--- src/rtl/ctrl_fsm_p.sv ---
`default_nettype none
// ============================================================================
// Module   : ctrl_fsm_p
// Purpose  : Multi-cycle microcode control unit: FETCH/DECODE/EXEC/MEM sequencer
//            with memory handshake timeout, HALT and illegal-opcode flagging.
// Revision : 1.0 - initial release
// ============================================================================
module ctrl_fsm_p #(
    parameter int OP_W         = 3,
    parameter int FETCH_CYCLES = 3,
    parameter int MEM_TIMEOUT  = 15
) (
    input  logic            clk,
    input  logic            clr,
    input  logic [OP_W-1:0] op,
    input  logic            mem_ready,
    output logic [5:0]      inst_en,
    output logic [1:0]      mux_sum,
    output logic            mux_y,
    output logic            we,
    output logic            r,
    output logic            en_fetch,
    output logic            busy,
    output logic            halted,
    output logic            illegal,
    output logic            timeout_err
);

    typedef enum logic [2:0] {
        S_INIT   = 3'd0,
        S_FETCH  = 3'd1,
        S_DECODE = 3'd2,
        S_EXEC   = 3'd3,
        S_MEM    = 3'd4,
        S_HALT   = 3'd5
    } state_t;

    localparam logic [2:0] c_FETCH_LAST = 3'(FETCH_CYCLES - 1);
    localparam logic [7:0] c_WAIT_LAST  = 8'(MEM_TIMEOUT - 1);

    localparam logic [2:0] c_OP_ADD   = 3'b001;
    localparam logic [2:0] c_OP_SUB   = 3'b010;
    localparam logic [2:0] c_OP_AND   = 3'b011;
    localparam logic [2:0] c_OP_LOAD  = 3'b100;
    localparam logic [2:0] c_OP_STORE = 3'b101;
    localparam logic [2:0] c_OP_PASSX = 3'b110;
    localparam logic [2:0] c_OP_HALT  = 3'b111;

    // Register enables {PC_EN, INST_EN, ADDR_EN, Y_EN, OP_EN, X_EN}
    localparam logic [5:0] c_IE_F0     = 6'b110000;
    localparam logic [5:0] c_IE_F1     = 6'b100001;
    localparam logic [5:0] c_IE_F2     = 6'b100100;
    localparam logic [5:0] c_IE_FN     = 6'b101000;
    localparam logic [5:0] c_IE_DECODE = 6'b000010;
    localparam logic [5:0] c_IE_Y      = 6'b000100;

    state_t          state_q, state_d;
    logic [2:0]      fcnt_q, fcnt_d;
    logic [7:0]      wcnt_q, wcnt_d;
    logic [OP_W-1:0] op_q, op_d;
    logic            illegal_q, illegal_d;
    logic            timeout_q, timeout_d;

    logic [5:0]      inst_en_d;
    logic [1:0]      mux_sum_d;
    logic            mux_y_d;
    logic            we_d;
    logic            r_d;
    logic            en_fetch_d;
    logic            busy_d;
    logic            halted_d;

    logic            w_bad_q;
    logic            w_bad_d;

    // Any set bit above the 3 decoded bits makes the opcode illegal
    if (OP_W > 3) begin : g_hi_bits
        assign w_bad_q = |op_q[OP_W-1:3];
        assign w_bad_d = |op_d[OP_W-1:3];
    end else begin : g_no_hi_bits
        assign w_bad_q = 1'b0;
        assign w_bad_d = 1'b0;
    end

    always_comb begin
        state_d   = state_q;
        fcnt_d    = fcnt_q;
        wcnt_d    = wcnt_q;
        op_d      = op_q;
        illegal_d = illegal_q;
        timeout_d = timeout_q;
        case (state_q)
            S_INIT: begin
                state_d = S_FETCH;
                fcnt_d  = 3'd0;
            end
            S_FETCH: begin
                if (fcnt_q == c_FETCH_LAST) begin
                    state_d = S_DECODE;
                end else begin
                    fcnt_d = fcnt_q + 3'd1;
                end
            end
            S_DECODE: begin
                op_d    = op;
                state_d = S_EXEC;
            end
            S_EXEC: begin
                state_d = S_FETCH;
                fcnt_d  = 3'd0;
                if (w_bad_q) begin
                    illegal_d = 1'b1;
                end else if (op_q[2:0] == c_OP_LOAD || op_q[2:0] == c_OP_STORE) begin
                    state_d = S_MEM;
                    wcnt_d  = 8'd0;
                end else if (op_q[2:0] == c_OP_HALT) begin
                    state_d = S_HALT;
                end
            end
            S_MEM: begin
                // A ready arriving on the final wait cycle still completes cleanly
                if (mem_ready) begin
                    state_d = S_FETCH;
                    fcnt_d  = 3'd0;
                end else if (wcnt_q == c_WAIT_LAST) begin
                    timeout_d = 1'b1;
                    state_d   = S_HALT;
                end else begin
                    wcnt_d = wcnt_q + 8'd1;
                end
            end
            S_HALT: begin
                state_d = S_HALT;
            end
            default: begin
                state_d = S_INIT;
            end
        endcase
    end

    // Outputs are decoded from the next state so they can be registered
    always_comb begin
        inst_en_d  = 6'b000000;
        mux_sum_d  = 2'b00;
        mux_y_d    = 1'b0;
        we_d       = 1'b0;
        r_d        = 1'b0;
        en_fetch_d = 1'b0;
        busy_d     = 1'b0;
        halted_d   = 1'b0;
        case (state_d)
            S_FETCH: begin
                en_fetch_d = 1'b1;
                busy_d     = 1'b1;
                case (fcnt_d)
                    3'd0:    inst_en_d = c_IE_F0;
                    3'd1:    inst_en_d = c_IE_F1;
                    3'd2:    inst_en_d = c_IE_F2;
                    default: inst_en_d = c_IE_FN;
                endcase
            end
            S_DECODE: begin
                busy_d    = 1'b1;
                inst_en_d = c_IE_DECODE;
            end
            S_EXEC: begin
                busy_d = 1'b1;
                if (!w_bad_d) begin
                    case (op_d[2:0])
                        c_OP_ADD: begin
                            mux_sum_d = 2'b00;
                            mux_y_d   = 1'b1;
                            inst_en_d = c_IE_Y;
                        end
                        c_OP_SUB: begin
                            mux_sum_d = 2'b01;
                            mux_y_d   = 1'b1;
                            inst_en_d = c_IE_Y;
                        end
                        c_OP_AND: begin
                            mux_sum_d = 2'b10;
                            mux_y_d   = 1'b1;
                            inst_en_d = c_IE_Y;
                        end
                        c_OP_PASSX: begin
                            mux_sum_d = 2'b11;
                            mux_y_d   = 1'b1;
                            inst_en_d = c_IE_Y;
                        end
                        c_OP_LOAD:  r_d  = 1'b1;
                        c_OP_STORE: we_d = 1'b1;
                        default: ;
                    endcase
                end
            end
            S_MEM: begin
                busy_d = 1'b1;
                if (op_d[2:0] == c_OP_LOAD) begin
                    r_d       = 1'b1;
                    inst_en_d = c_IE_Y;
                end else begin
                    we_d = 1'b1;
                end
            end
            S_HALT: begin
                halted_d = 1'b1;
            end
            default: ;
        endcase
    end

    always_ff @(posedge clk) begin
        if (clr) begin
            state_q   <= S_INIT;
            fcnt_q    <= 3'd0;
            wcnt_q    <= 8'd0;
            op_q      <= '0;
            illegal_q <= 1'b0;
            timeout_q <= 1'b0;
            inst_en   <= 6'b000000;
            mux_sum   <= 2'b00;
            mux_y     <= 1'b0;
            we        <= 1'b0;
            r         <= 1'b0;
            en_fetch  <= 1'b0;
            busy      <= 1'b0;
            halted    <= 1'b0;
        end else begin
            state_q   <= state_d;
            fcnt_q    <= fcnt_d;
            wcnt_q    <= wcnt_d;
            op_q      <= op_d;
            illegal_q <= illegal_d;
            timeout_q <= timeout_d;
            inst_en   <= inst_en_d;
            mux_sum   <= mux_sum_d;
            mux_y     <= mux_y_d;
            we        <= we_d;
            r         <= r_d;
            en_fetch  <= en_fetch_d;
            busy      <= busy_d;
            halted    <= halted_d;
        end
    end

    assign illegal     = illegal_q;
    assign timeout_err = timeout_q;

endmodule
`default_nettype wire

--- config.mk ---
export PLATFORM = sky130hd
export DESIGN_NAME = ctrl_fsm_p
export DESIGN_NICKNAME = d
export VERILOG_FILES = /design/src/rtl/ctrl_fsm_p.sv
export SDC_FILE = /design/constraint.sdc
export NUM_CORES = 1
export LEC_CHECK = 0
export BUFFER_PORTS_ARGS = -buffer_cell sky130_fd_sc_hd__buf_2
export CAP_MARGIN = 30
export CORE_MARGIN = 1.5
export CORE_UTILIZATION = 50
export DETAILED_ROUTE_END_ITERATION = 12
export PLACE_DENSITY_LB_ADDON = 0.12
export SLEW_MARGIN = 15
export SYNTH_ARGS = -nofsm -noshare
export SYNTH_HDL_FRONTEND = slang
export SYNTH_SLANG_ARGS = --single-unit
--- constraint.sdc ---
create_clock -name clk -period 1.94 [get_ports clk]
set_input_delay 0.194 -clock clk [delete_from_list [all_inputs] [get_ports clk]]
set_output_delay 0.194 -clock clk [all_outputs]
set_load 0.1 [all_outputs]
---- Word level (Yosys, flattened, before mapping) ----
Cells that the tools add are included.
cells by class
  bitwise logic cells ..................... 3
  multiplexer cells ....................... 27
  add/sub/neg operators ................... 2
  reduce and logical (&&, ||, !) cells .... 12
  equality and inequality tests ........... 26
operators with widths
  kind                 number
  $eq 3x3->1 const B   10
  $mux 3               10
  $eq 3x2->1 const B   8
  $mux 8               3
  $pmux 6 s4           1
  $pmux 3 s6           1
  $pmux 8 s2           1
  $pmux 5 s3           1
  $eq 3x1->1 const B   4
  $pmux 3 s3           1
  $add 8x1->8 const B  1
  $eq 8x4->1 const B   1
  $reduce_or 2->1      4
  $reduce_or 4->1      2
  $mux 1               7
  $logic_not 3->1      2
  $ne 2x2->1 const B   3
  $pmux 2 s3           1
  $reduce_and 4->1     1
  $add 3x1->3 const B  1
  $not 1->1            3
  $reduce_and 3->1     1
  $pmux 1 s2           1
  $reduce_bool 2->1    1
  $logic_or 1x1->1     1
word-level totals
  input port bits ......................... 6
  output and inout port bits .............. 16
  register bits after elaboration ......... 32
  logic and storage cells ................. 83

---- Logic depth before layout (Yosys ltp) ----
  depth in word-level cells ............... 8
  depth in mapped cells ................... 8
  mapped depth without buffers ............ 7

---- Worst setup path before layout ----
No wires, ideal clock.
  path type ............................... reg2reg
  from .................................... register fcnt_q[0] (netlist name)
  to ...................................... register wcnt_q[7]
  clock period less this slack ............ 2091 ps
  cell stages (with the launch flop) ...... 8
  library setup time ...................... 70 ps
  arrival time ............................ 2020 ps
  data required time ...................... 1870 ps
  path buffers ............................ 0
  setup slack ............................. -151 ps
  path through ............................ dfxtp_1 inv_1 ha_1 or3b_4 a221oi_4 o211ai_2 or4_1 a21oi_1
RTL lines
  what                  line  source
  to (signal assigned)  231   wcnt_q <= wcnt_d;
  to (decl)             59    logic [7:0] wcnt_q, wcnt_d;

==> reports/qor.csv <==
stage,metric,value,unit
status,outcome,"finished, violations left",
status,failed_checks,setup timing,
timing,setup_tns,-633.5,ps
critical_path,critPathCaptureType,register,
detailed_routing,wl_per_cell,14.19,µm
floorplan,floorplan.initialDensity,53.83,%
grt,grt_max_degree,17,
logic_synthesis,synthXorXnorAreaFrac,0.5752,%
timing,hold-worst-slack,93.53,ps
cts,cts_buffer_depth,2,
floorplan,die_x,58.19,µm
min_path,worstHoldStart,op[0],
timing,maxSlewViolCount,0,
detailed_routing,drt_iter0_drc,55,
cts,clk_latency,330,ps
logic_synthesis,syn_inst,170,
critical_path,rr_endpoint,wcnt_q[2],
cts,hold_buffers,0,
job,drv_cap,0,
timing,hold_violations,0,
finish,drive_above_1_share,33.02,%
timing,max_freq,485.7,MHz
finish,final-seq-area,643.1,µm²
grt,first_global_vias,1308,
finish,final_common_cell,dfxtp_1,
timing,rsz0062_at_grt,yes,
pwr,power-per-cell-area,673.4,mW/mm²
critical_path,worstPathRequired,2210,ps
detailed_routing,route.detailed.drc,0,
logic_synthesis,synth-edff-count,0,
detailed_routing,drt-vias-per-instance,5.630,
logic_synthesis,synth_fa_ha_area_share,3.287,%
finish,final_cell_mix,"dfxtp_1 (30), buf_2 (20), buf_4 (20)",
finish,fin_util,67.62,%
logic_synthesis,synth_cell_type_count,48,
timing,layout_setup_ws,-118.9,ps
critical_path,cp-start-kind,register,
floorplan,core_area,0.002829,mm²
logic_synthesis,yosysSeqAreaShare,42.07,%
critical_path,critPathKind,reg -> reg,
logic_synthesis,synthFlopType,dfxtp_1,
timing,finalSetupViolCount,10,
grt,grt_overflow,0,
finish,multiInputGateArea,880.8,µm²
detailed_routing,wirelength,3449,µm
logic_synthesis,syn_area_per_cell,8.957,µm²
logic_synthesis,syn_nets,180,
timing,skew,5.286,ps
pwr,irDropWorstVdd,0.5919,mV
timing,finalCriticalPeriod,2059,ps
logic_synthesis,syn_area,0.001523,mm²
critical_path,crit_start,fcnt_q[0],
finish,fin_area,0.001913,mm²
finish,antenna_cells,0,
placement,port_buffers,20,
floorplan,ioPinCount,22,
detailed_routing,ant_nets,0,
logic_synthesis,yosys.area_share.simple,25.80,%
min_path,holdPathStages,2,
grt,antenna_found_initial,0,
cts,h-tree-depth,2,
cts,numCtsBuffers,5,
cts,cts_tree,done,
pwr,fin_total_pwr,1.288,mW
cts,root_buffer,clkbuf_4,
logic_synthesis,synth_top_family_by_area,simple AND/OR/NAND/NOR gates,
pwr,p_leak,0.8421,nW
logic_synthesis,async_flop_share,0,%
critical_path,critical_path.max_fanout,6,
placement,dp_hpwl,2467,µm
detailed_routing,dr.pass1.iters,5,
logic_synthesis,synthMuxAreaShare,3.369,%
cts,clock_sinks,32,
floorplan,num_rows,19,
critical_path,arrival,2330,ps
placement,place_area,0.001765,mm²
placement,pre_cts_slack,-178.9,ps
grt,grt.total_usage,21.71,%
critical_path,rrSetupSlack,-120,ps
timing,post-route-period-util,106.1,%
detailed_routing,vias,1368,
finish,areaGrowthSynthToFinish,25.64,%
finish,stdcell_count,243,
grt,grt_pass1_wl,5526,µm
placement,dp_cells,230,
placement,place_congestion,0.8881,
logic_synthesis,synth_warnings,0,
min_path,min_to,mux_sum[0],
min_path,hold_class,in -> reg,
logic_synthesis,synth_compound_area_share,20.46,%
finish,fillers,242,
cts,cts.clk_slew.worst_paths,90,ps
critical_path,ff2ff_path_depth,8,
finish,num-nets-final,221,
floorplan,die_h,58.19,µm
floorplan,die_area,0.003385,mm²
critical_path,reg2reg_from,fcnt_q[0],
logic_synthesis,synth-seq-cells,32,
## cell type report
class                   instances  area share (%)
clock buffers                   8           3.074
inverters                       8           1.570
multi-input cells             123           46.04
flip-flops and latches         32           33.62
well taps                      31           2.027
repair buffers                 41           13.67
## registers in the layout, summed over array words and instances (netlist names)
| register | cells |
|---|---|
| busy | 1 |
| inst_en | 6 |
| op_q | 3 |
| we | 1 |
| r | 1 |
| mux_sum | 2 |
| mux_y | 1 |
| fcnt_q | 3 |
| timeout_err | 1 |
| halted | 1 |
| wcnt_q | 8 |
| en_fetch | 1 |
| state_q | 3 |
## cell families (layout without fill, tap and decap cells)
family,count (synthesis),after routing
simple gates,70,70
compound gates,42,42
flops,32,32
buf+inv,15,57
mux,5,5
fa+ha+maj,4,4
other cells,1,1
xor+xnor,1,1
## synthesized netlist by cell type, drive strengths merged (2+ instances only)
| cell type | instances | area [µm²] |
|---|---|---|
| a21oi | 12 | 60.06 |
| a221oi | 2 | 41.29 |
| and2 | 4 | 25.02 |
| buf | 2 | 15.01 |
| clkbuf | 5 | 18.77 |
| dfxtp | 32 | 640.6 |
| ha | 4 | 50.05 |
| inv | 8 | 30.03 |
| mux2i | 4 | 40.04 |
| nand2 | 8 | 30.03 |
| nand2b | 5 | 31.28 |
| nand3 | 5 | 25.02 |
| nor2 | 18 | 67.56 |
| nor2b | 6 | 37.54 |
| nor3 | 4 | 20.02 |
| nor3b | 2 | 20.02 |
| nor4 | 3 | 18.77 |
| o211a | 3 | 30.03 |
| o211ai | 3 | 27.52 |
| o21ai | 8 | 40.04 |
| o31ai | 4 | 30.03 |
| or3 | 4 | 25.02 |
| or4 | 2 | 15.01 |
## where the power goes
part	switching, mW	internal (mW)
combinational	0.155	0.0589
clock	0.214	0.179
sequential	0.00912	0.673
## critical path, cell delays in order, from the launching register on
cell,delay [ps]
dfxtp_2,340
inv_2,60
ha_4,120
or3b_4,380
a221oi_4,320
o211ai_2,190
buf_6,160
or3_1,320
a21oi_2,120
## worst max-delay path by stage
stage                end  slack, ps  cells past startpoint
2_1_floorplan  wcnt_q[6]        -40                      7
3_3_place_gp   wcnt_q[6]        -90                      7
3_5_place_dp   wcnt_q[6]       -180                      7
4_1_cts        wcnt_q[2]       -130                      8
5_1_grt        wcnt_q[2]       -220                      9
6_report       wcnt_q[2]       -120                      8
## timing repair
action                                  4_1_cts  5_1_grt
endpoints found under the setup margin       17       19
pin swaps                                     5        4
setup buffers                                 3        2
gates resized for setup                       5       10
## routing by layer
metal	vias up	GRT usage (%)	wire [µm]
met4	0	13.95	102
li1	695	-	-
met2	34	37.34	1775
met5	-	0	0
met3	10	4.688	147
met1	629	24.09	1423
No activity file was read; power rests on OpenSTA's default activity.
